[src/rtl/wb_irq_ctrl.sv]
// Wishbone-slave interrupt controller: synchronises N_IRQ device lines, latches them
// per channel in edge or level mode, and presents a masked, prioritised INT/CAUSE.
module wb_irq_ctrl #(
  parameter int          N_IRQ      = 8,
  parameter logic [31:0] CAUSE_BASE = 32'h0
) (
  input  logic             clk,
  input  logic             RSTN,
  input  logic             STB,
  input  logic             WE,
  input  logic [31:0]      ADDR,
  input  logic [31:0]      DAT_I,
  output logic [31:0]      DAT_O,
  output logic             ACK,
  input  logic [N_IRQ-1:0] irq_in,
  output logic             INT,
  output logic [31:0]      CAUSE
);

  typedef enum logic [1:0] {IDLE, ACKS, HOLD} bus_state_t;

  bus_state_t       state;
  logic [N_IRQ-1:0] s1, s2, s3;
  logic [N_IRQ-1:0] pending, mask, mode;
  logic [N_IRQ-1:0] wdat, w1c, force_set, rise, act;
  logic [2:0]       word;
  logic             wr;
  logic [31:0]      rd_data, winner;
  logic             unused_ok;

  assign word      = ADDR[4:2];
  assign wdat      = DAT_I[N_IRQ-1:0];
  assign wr        = (state == IDLE) && STB && WE;
  assign w1c       = (wr && word == 3'd0) ? wdat : '0;
  assign force_set = (wr && word == 3'd5) ? wdat : '0;
  assign rise      = s2 & ~s3;
  assign act       = pending & mask;
  assign unused_ok = ^{ADDR[31:5], ADDR[1:0], DAT_I};

  always_comb begin
    rd_data = '0;
    case (word)
      3'd0:    rd_data = 32'(pending);
      3'd1:    rd_data = 32'(mask);
      3'd2:    rd_data = 32'(mode);
      3'd3:    rd_data = {INT, CAUSE[30:0]};
      3'd4:    rd_data = 32'(s2);
      default: rd_data = '0;
    endcase
  end

  // Scan downwards so the lowest active index is the one left standing.
  always_comb begin
    winner = '0;
    for (int i = N_IRQ - 1; i >= 0; i--) begin
      if (act[i]) winner = 32'(i);
    end
  end

  // Edge channels: a rise or FORCE sets, W1C clears, set beats clear.
  // Level channels simply follow the synchronised line.
  always_ff @(posedge clk or negedge RSTN) begin
    if (!RSTN) begin
      s1      <= '0;
      s2      <= '0;
      s3      <= '0;
      pending <= '0;
      INT     <= 1'b0;
      CAUSE   <= '0;
    end else begin
      s1      <= irq_in;
      s2      <= s1;
      s3      <= s2;
      pending <= (mode & ((pending & ~w1c) | rise | force_set)) | (~mode & s2);
      INT     <= |act;
      CAUSE   <= (|act) ? CAUSE_BASE + winner : '0;
    end
  end

  // One ACK and one write commit per strobe; HOLD waits for the master to release STB.
  always_ff @(posedge clk or negedge RSTN) begin
    if (!RSTN) begin
      state <= IDLE;
      ACK   <= 1'b0;
      DAT_O <= '0;
      mask  <= '0;
      mode  <= '0;
    end else begin
      case (state)
        IDLE: begin
          ACK <= 1'b0;
          if (STB) begin
            state <= ACKS;
            ACK   <= 1'b1;
            DAT_O <= rd_data;
            if (WE) begin
              if (word == 3'd1) mask <= wdat;
              if (word == 3'd2) mode <= wdat;
            end
          end
        end
        ACKS: begin
          ACK   <= 1'b0;
          state <= HOLD;
        end
        HOLD: begin
          ACK <= 1'b0;
          if (!STB) state <= IDLE;
        end
        default: begin
          ACK   <= 1'b0;
          state <= IDLE;
        end
      endcase
    end
  end

endmodule

[config.mk]
export PLATFORM = sky130hd
export DESIGN_NAME = wb_irq_ctrl
export DESIGN_NICKNAME = d
export VERILOG_FILES = /design/src/rtl/wb_irq_ctrl.sv
export SDC_FILE = /design/constraint.sdc
export NUM_CORES = 1
export LEC_CHECK = 0
export ABC_AREA = 1
export BUFFER_PORTS_ARGS = -buffer_cell sky130_fd_sc_hd__buf_2
export CORE_ASPECT_RATIO = 0.8
export CORE_UTILIZATION = 50
export CTS_CLUSTER_DIAMETER = 50
export DETAILED_ROUTE_END_ITERATION = 10
export MAX_ROUTING_LAYER = met4
export PLACE_DENSITY = 0.85
export SETUP_SLACK_MARGIN = 0.3
export SYNTH_ARGS = -nofsm -noshare
export SYNTH_HDL_FRONTEND = slang
export SYNTH_SLANG_ARGS = --single-unit
[constraint.sdc]
create_clock -name clk -period 3.4 [get_ports clk]
set_input_delay 0.68 -clock clk [delete_from_list [all_inputs] [get_ports clk]]
set_output_delay 0.68 -clock clk [all_outputs]
set_load 0.02 [all_outputs]
Yosys cells after proc, flatten, opt, wreduce, memory -nomap -nowiden
Cells that the tools add are included.
{"block": "totals", "register_bits": 116, "inputBits": 76, "out_inout_bits": 66, "word_cells": 59}
{"block": "classes", "eq_ne": 9, "n_mux": 17, "bitwise": 11, "reduce_logical": 11}
{"cell": "two-way mux 32 bit", "count": 8}
{"cell": "one-hot mux 32 bit (5 select lines)", "count": 1}
{"cell": "bitwise AND 8 bit", "count": 5}
{"cell": "NOT 8 bit", "count": 3}
{"cell": "bitwise OR 8 bit", "count": 3}
{"cell": "two-way mux 8 bit", "count": 2}
{"cell": "AND reduction 4 bit", "count": 2}
{"cell": "OR reduction 8 bit", "count": 1}
{"cell": "equality test 3 x 2 -> 1 bit (second input constant)", "count": 2}
{"cell": "equality test 3 bit (second input constant)", "count": 2}
{"cell": "one-hot mux 2 bit (3 select lines)", "count": 1}
{"cell": "logical AND 1 bit", "count": 4}
{"cell": "two-way mux 2 bit", "count": 2}
{"cell": "inequality test 2 bit (second input constant)", "count": 2}
{"cell": "AND reduction 2 bit", "count": 2}
{"cell": "equality test 3 x 1 -> 1 bit (second input constant)", "count": 1}
{"cell": "zero test 3 bit", "count": 1}
{"cell": "two-way mux 3 bit", "count": 1}
{"cell": "equality test 2 x 1 -> 1 bit (second input constant)", "count": 1}
{"cell": "equality test 2 bit (second input constant)", "count": 1}
{"cell": "zero test 2 bit", "count": 1}
{"cell": "two-way mux 1 bit", "count": 2}

Logic depth before layout (Yosys ltp)
{"block": "logic_depth", "ltp_word": 11, "ltp_mapped": 9, "ltp_nobuf": 8}

Least setup slack after synthesis
OpenSTA, ideal clock, no wires.
{"block": "synth_path", "path_kind": "input to register", "start": "input port ADDR[2]", "end": "register mode[6]", "setup_ns": 0.117, "arrival_time_ns": 1.623, "required_time_ns": 3.283, "path_slack_ns": 1.660, "stages": 6, "path_buffers": 2, "path_cell_list": "buf_2 > nor3_4 > nand3_2 > buf_6 > nand2_1 > o21ai_2"}
{"block": "synth_between", "elab_chain_cells": 2}
{"element": "start, declared", "line": "11", "text": "input logic [31:0] ADDR,"}
{"element": "equality test 3 x 2 -> 1 bit", "line": "98", "text": "if (word == 3'd2) mode <= wdat;"}
{"element": "AND reduction 4 bit (no line)"}
{"element": "end signal, assigned", "line": "98"}
{"element": "end, declared", "line": "24", "text": "logic [N_IRQ-1:0] pending, mask, mode;"}
No other way between the ends.
A chain may end at the register's enable or synchronous reset.

Worst setup path in the final report
{"block": "layout_path", "start": "input port ADDR[2]", "end": "register mode[7]"}
The elaborated chain is that of the path after synthesis.

==> out/qor_table.md <==
| Step | Item | Value |
| --- | --- | --- |
| outcome | Outcome | finished, final reports clean |
| worst setup path | Maximum fanout along the worst path | 16 |
| sta | Max Clock Freq | 545.9 MHz |
| global route | Total routing resource utilization after global routing | 20.55% |
| finish | Final Net Count | 466 |
| drt | Wire length per cell after detailed routing | 12.06 um |
| finish | Most used cells in the layout excluding fill and tap cells | 141 x sky130_fd_sc_hd__nand2_1, 64 x sky130_fd_sc_hd__dfrtp_1, 52 x sky130_fd_sc_hd__conb_1, 36 x sky130_fd_sc_hd__buf_2 |
| clocking | H-tree lvl count | 3 |
| yosys | Mean post-synth cell area | 8.646 um^2 |
| yosys | Adder-Cell Fraction of Synth Area | 0% |
| die | I/O pins | 142 |
| clocking | Clock-pin slew on the worst setup and hold paths | 0.06 ns |
| sta | Headroom to the max-slew limit | 54.22% |
| sta | Setup repair after global routing missed its margin | false |
| die | Placement row count | 24 |
| global route | Sum of overflow across all layers after global routing | 0 |
| clocking | Clk sinks | 64 |
| yosys | Register area share after synthesis | 53.53% |
| worst setup path | First element of the critical path | ADDR[2] |
| clocking | Count of instances resized after the clock tree is built | 0 |
| global route | Initial antenna violation count | 0 |
| sta | Final TNS setup | 0 ns |
| placement | RD Place Congestion | 0.7882 |
| drt | Wire length reported by the detailed router | 5669 um |
| clocking | Cts bufs inserted | 9 |
| yosys | Count of cell types in the netlist | 22 |
| worst setup path | Sort of element at the start of the critical path | primary input |
| worst setup path | Crit path kind | in2reg |
| yosys | Mux contribution to synthesized area | 0% |
| pwr | Static leakage | 1.739 nW |
| sta | Clock skew after layout | 0.008336 ns |
| sta | Worst-margin pin slew | 0.6841 ns |
| finish | Fraction of final layout cells with drive strength greater than 1 | 16.33% |
| die | Die Y-Extent | 71.19 um |
| die | Area of the die | 6298 um^2 |
| sta | Total count of hold-check failures in the final report | 0 |
| drt | Iteration-0 DRC count of the detailed router | 159 |
| yosys | Synthesized flop and latch total | 64 |
| worst setup path | CP arrival | 2.05 ns |
| clocking | Buffer levels on the longest clock path | 2 |
| finish | Most common library cell in the layout ignoring fill and taps | sky130_fd_sc_hd__nand2_1 |
| yosys | Basic-gate share of the synthesized area counting and, or, nand and nor cells | 23.96% |
| worst setup path | Worst Path Required | 3.62 ns |
| finish | Diodes inserted | 0 |
| drt | Via-per-instance ratio | 4.572 |
| sta | Final worst-path cycle share | 53.88% |
| placement | Port buffer count | 36 |
| flow run | Max-cap check violation count | 0 |
| pwr | Worst vdd ir | 0.3004 mV |
| die | Die boundary width | 88.48 um |
| yosys | Combinational family with the most area after synthesis | simple AND/OR/NAND/NOR gates |
| yosys | Yosys warning total | 0 |
| yosys | Count of mapped cells out of synthesis | 346 |
| placement | Half-perimeter wire length of the detailed placement result | 4002 um |
| global route | Number of global-route vias before repair | 1,899 |
| yosys | Compound-Gate Fraction of Synth Area | 6.106% |
| drt | Pre-Repair DR Iteration Count | 4 |
| finish | Signed area change from the synthesized netlist to the final layout | 7.654% |
| clocking | Master cell of the clock root buffer | sky130_fd_sc_hd__clkbuf_8 |
| hold path | Kind of path behind the tightest hold check | in2async |
| drt | Number of design rule violations left after detail routing | 0 |
| worst setup path | Source of the worst register-to-register timing path | state[1]$_DFFE_PN0P_ |
| yosys | Synthesized cell area | 2992 um^2 |
| drt | Final antenna-violating net count | 0 |
| sta | Final setup fails | 0 |
| clocking | Worst skew pair latency | 0.34 ns |
| pwr | Total power | 2.361 mW |
| global route | Pin count of the biggest net entering global routing | 45 |
| sta | Final-report max-slew violation count | 0 |
| sta | Final critical delay including setup and external delays | 1.832 ns |
| yosys | Parity-gate share of the synthesized area counting xor and xnor cells | 0% |
| global route | Global-route wire length before repair | 8990 um |
| drt | Vias | 2,149 |
| die | Core ar. | 5615 um^2 |
| clocking | Hold Buf Count CTS | 0 |
| die | Initial Utilization | 53.28% |
| worst setup path | Critical path endpoint category | register |
| clocking | Buffer count from post-CTS setup fixing | 0 |
| clocking | CTS tree | built |
| pwr | Total power divided by cell area | 733.0 nW/um^2 |
## cell type report
cell class | instances | area, um^2
multi-input combinational | 258 | 1095
sequential | 64 | 1602
clock buffer | 12 | 155.1
inverter | 19 | 71.32
tap | 78 | 97.59
clock inverter | 1 | 5.005
fill | 529 | 2395
timing repair buffer | 38 | 195.2
## critical path: stages
cell	delay (ns)
sky130_fd_sc_hd__buf_2	0.17
sky130_fd_sc_hd__nor3_4	0.43
sky130_fd_sc_hd__nand3_2	0.49
sky130_fd_sc_hd__nand2_1	0.21
sky130_fd_sc_hd__o21ai_2	0.07
## synthesized netlist by cell type (all sizes together)
cell type | number | area (um^2)
nor2 | 17 | 66.32
nor3 | 3 | 31.28
clkinv | 1 | 3.750
nand3 | 7 | 40.04
a21oi | 14 | 70.07
inv | 18 | 67.57
dfrtp | 64 | 1602
nand4 | 8 | 50.05
a21boi | 1 | 7.510
clkbuf | 1 | 3.750
nand2 | 141 | 529.3
conb | 1 | 3.750
o21ai | 15 | 105.1
buf | 55 | 411.6
## cell families after synthesis
kind of cell | after synthesis
buffers and inverters | 75
DFF | 64
other | 1
and+or+nand+nor | 176
AOI/OAI and AO/OA | 30
## through the flow
| stage | instance area (um^2) | hold WS (ns) | worst slack [ns] | utilization, % | cells |
|---|---|---|---|---|---|
| after global placement | 3060 | 0.3318 | 1.260 | 54.50 | 457 |
| after global routing | 3221 | 0.3022 | 1.410 | 57.35 | 470 |
| after CTS | 3221 | 0.2867 | 1.583 | 57.35 | 470 |
| final | 3221 | 0.2796 | 1.568 | 57.35 | 470 |
| after floorplan | 3183 | 0.3312 | 1.660 | - | 397 |
| after detailed placement | 3060 | 0.3347 | 1.233 | 54.50 | 457 |
## layer usage
metal | vias up | wire length [um] | global-route usage (%)
met5 | - | 0 | -
met3 | 8 | 460 | 8.051
li1 | 1059 | - | -
met4 | 0 | 60 | 6.810
met2 | 89 | 2651 | 28.97
met1 | 993 | 2496 | 27.15
## registers in the layout, summed over array words and instances, names as in the netlist
| signal | count |
|---|---|
| DAT_O | 9 |
| mask | 8 |
| mode | 8 |
| pending | 8 |
| s1 | 8 |
| s2 | 8 |
| s3 | 8 |
| CAUSE | 3 |
| state | 2 |
| ACK | 1 |
| INT | 1 |
## where the power goes
part	internal [mW]	total, mW	switching [mW]
logic	0.227	0.676	0.449
clock network	0.291	0.550	0.260
registers	0.980	1.13	0.154
## worst paths after layout
path | endpoint | slack, ns | depth (start not counted)
worst max-delay path | mode[7]$_DFFE_PN0P_ | 1.57 | 5
worst min-delay path | pending[5]$_DFF_PN0_ | 0.28 | 1
worst max register to register | pending[3]$_DFF_PN0_ | 1.63 | 8
worst min register to register | s2[6]$_DFF_PN0_ | 0.35 | 0
max in group asynchronous | DAT_O[7]$_DFFE_PN0N_ | 2.20 | 2
min in group clk | s2[6]$_DFF_PN0_ | 0.35 | 0
No activity file was read; power rests on OpenSTA's default activity.
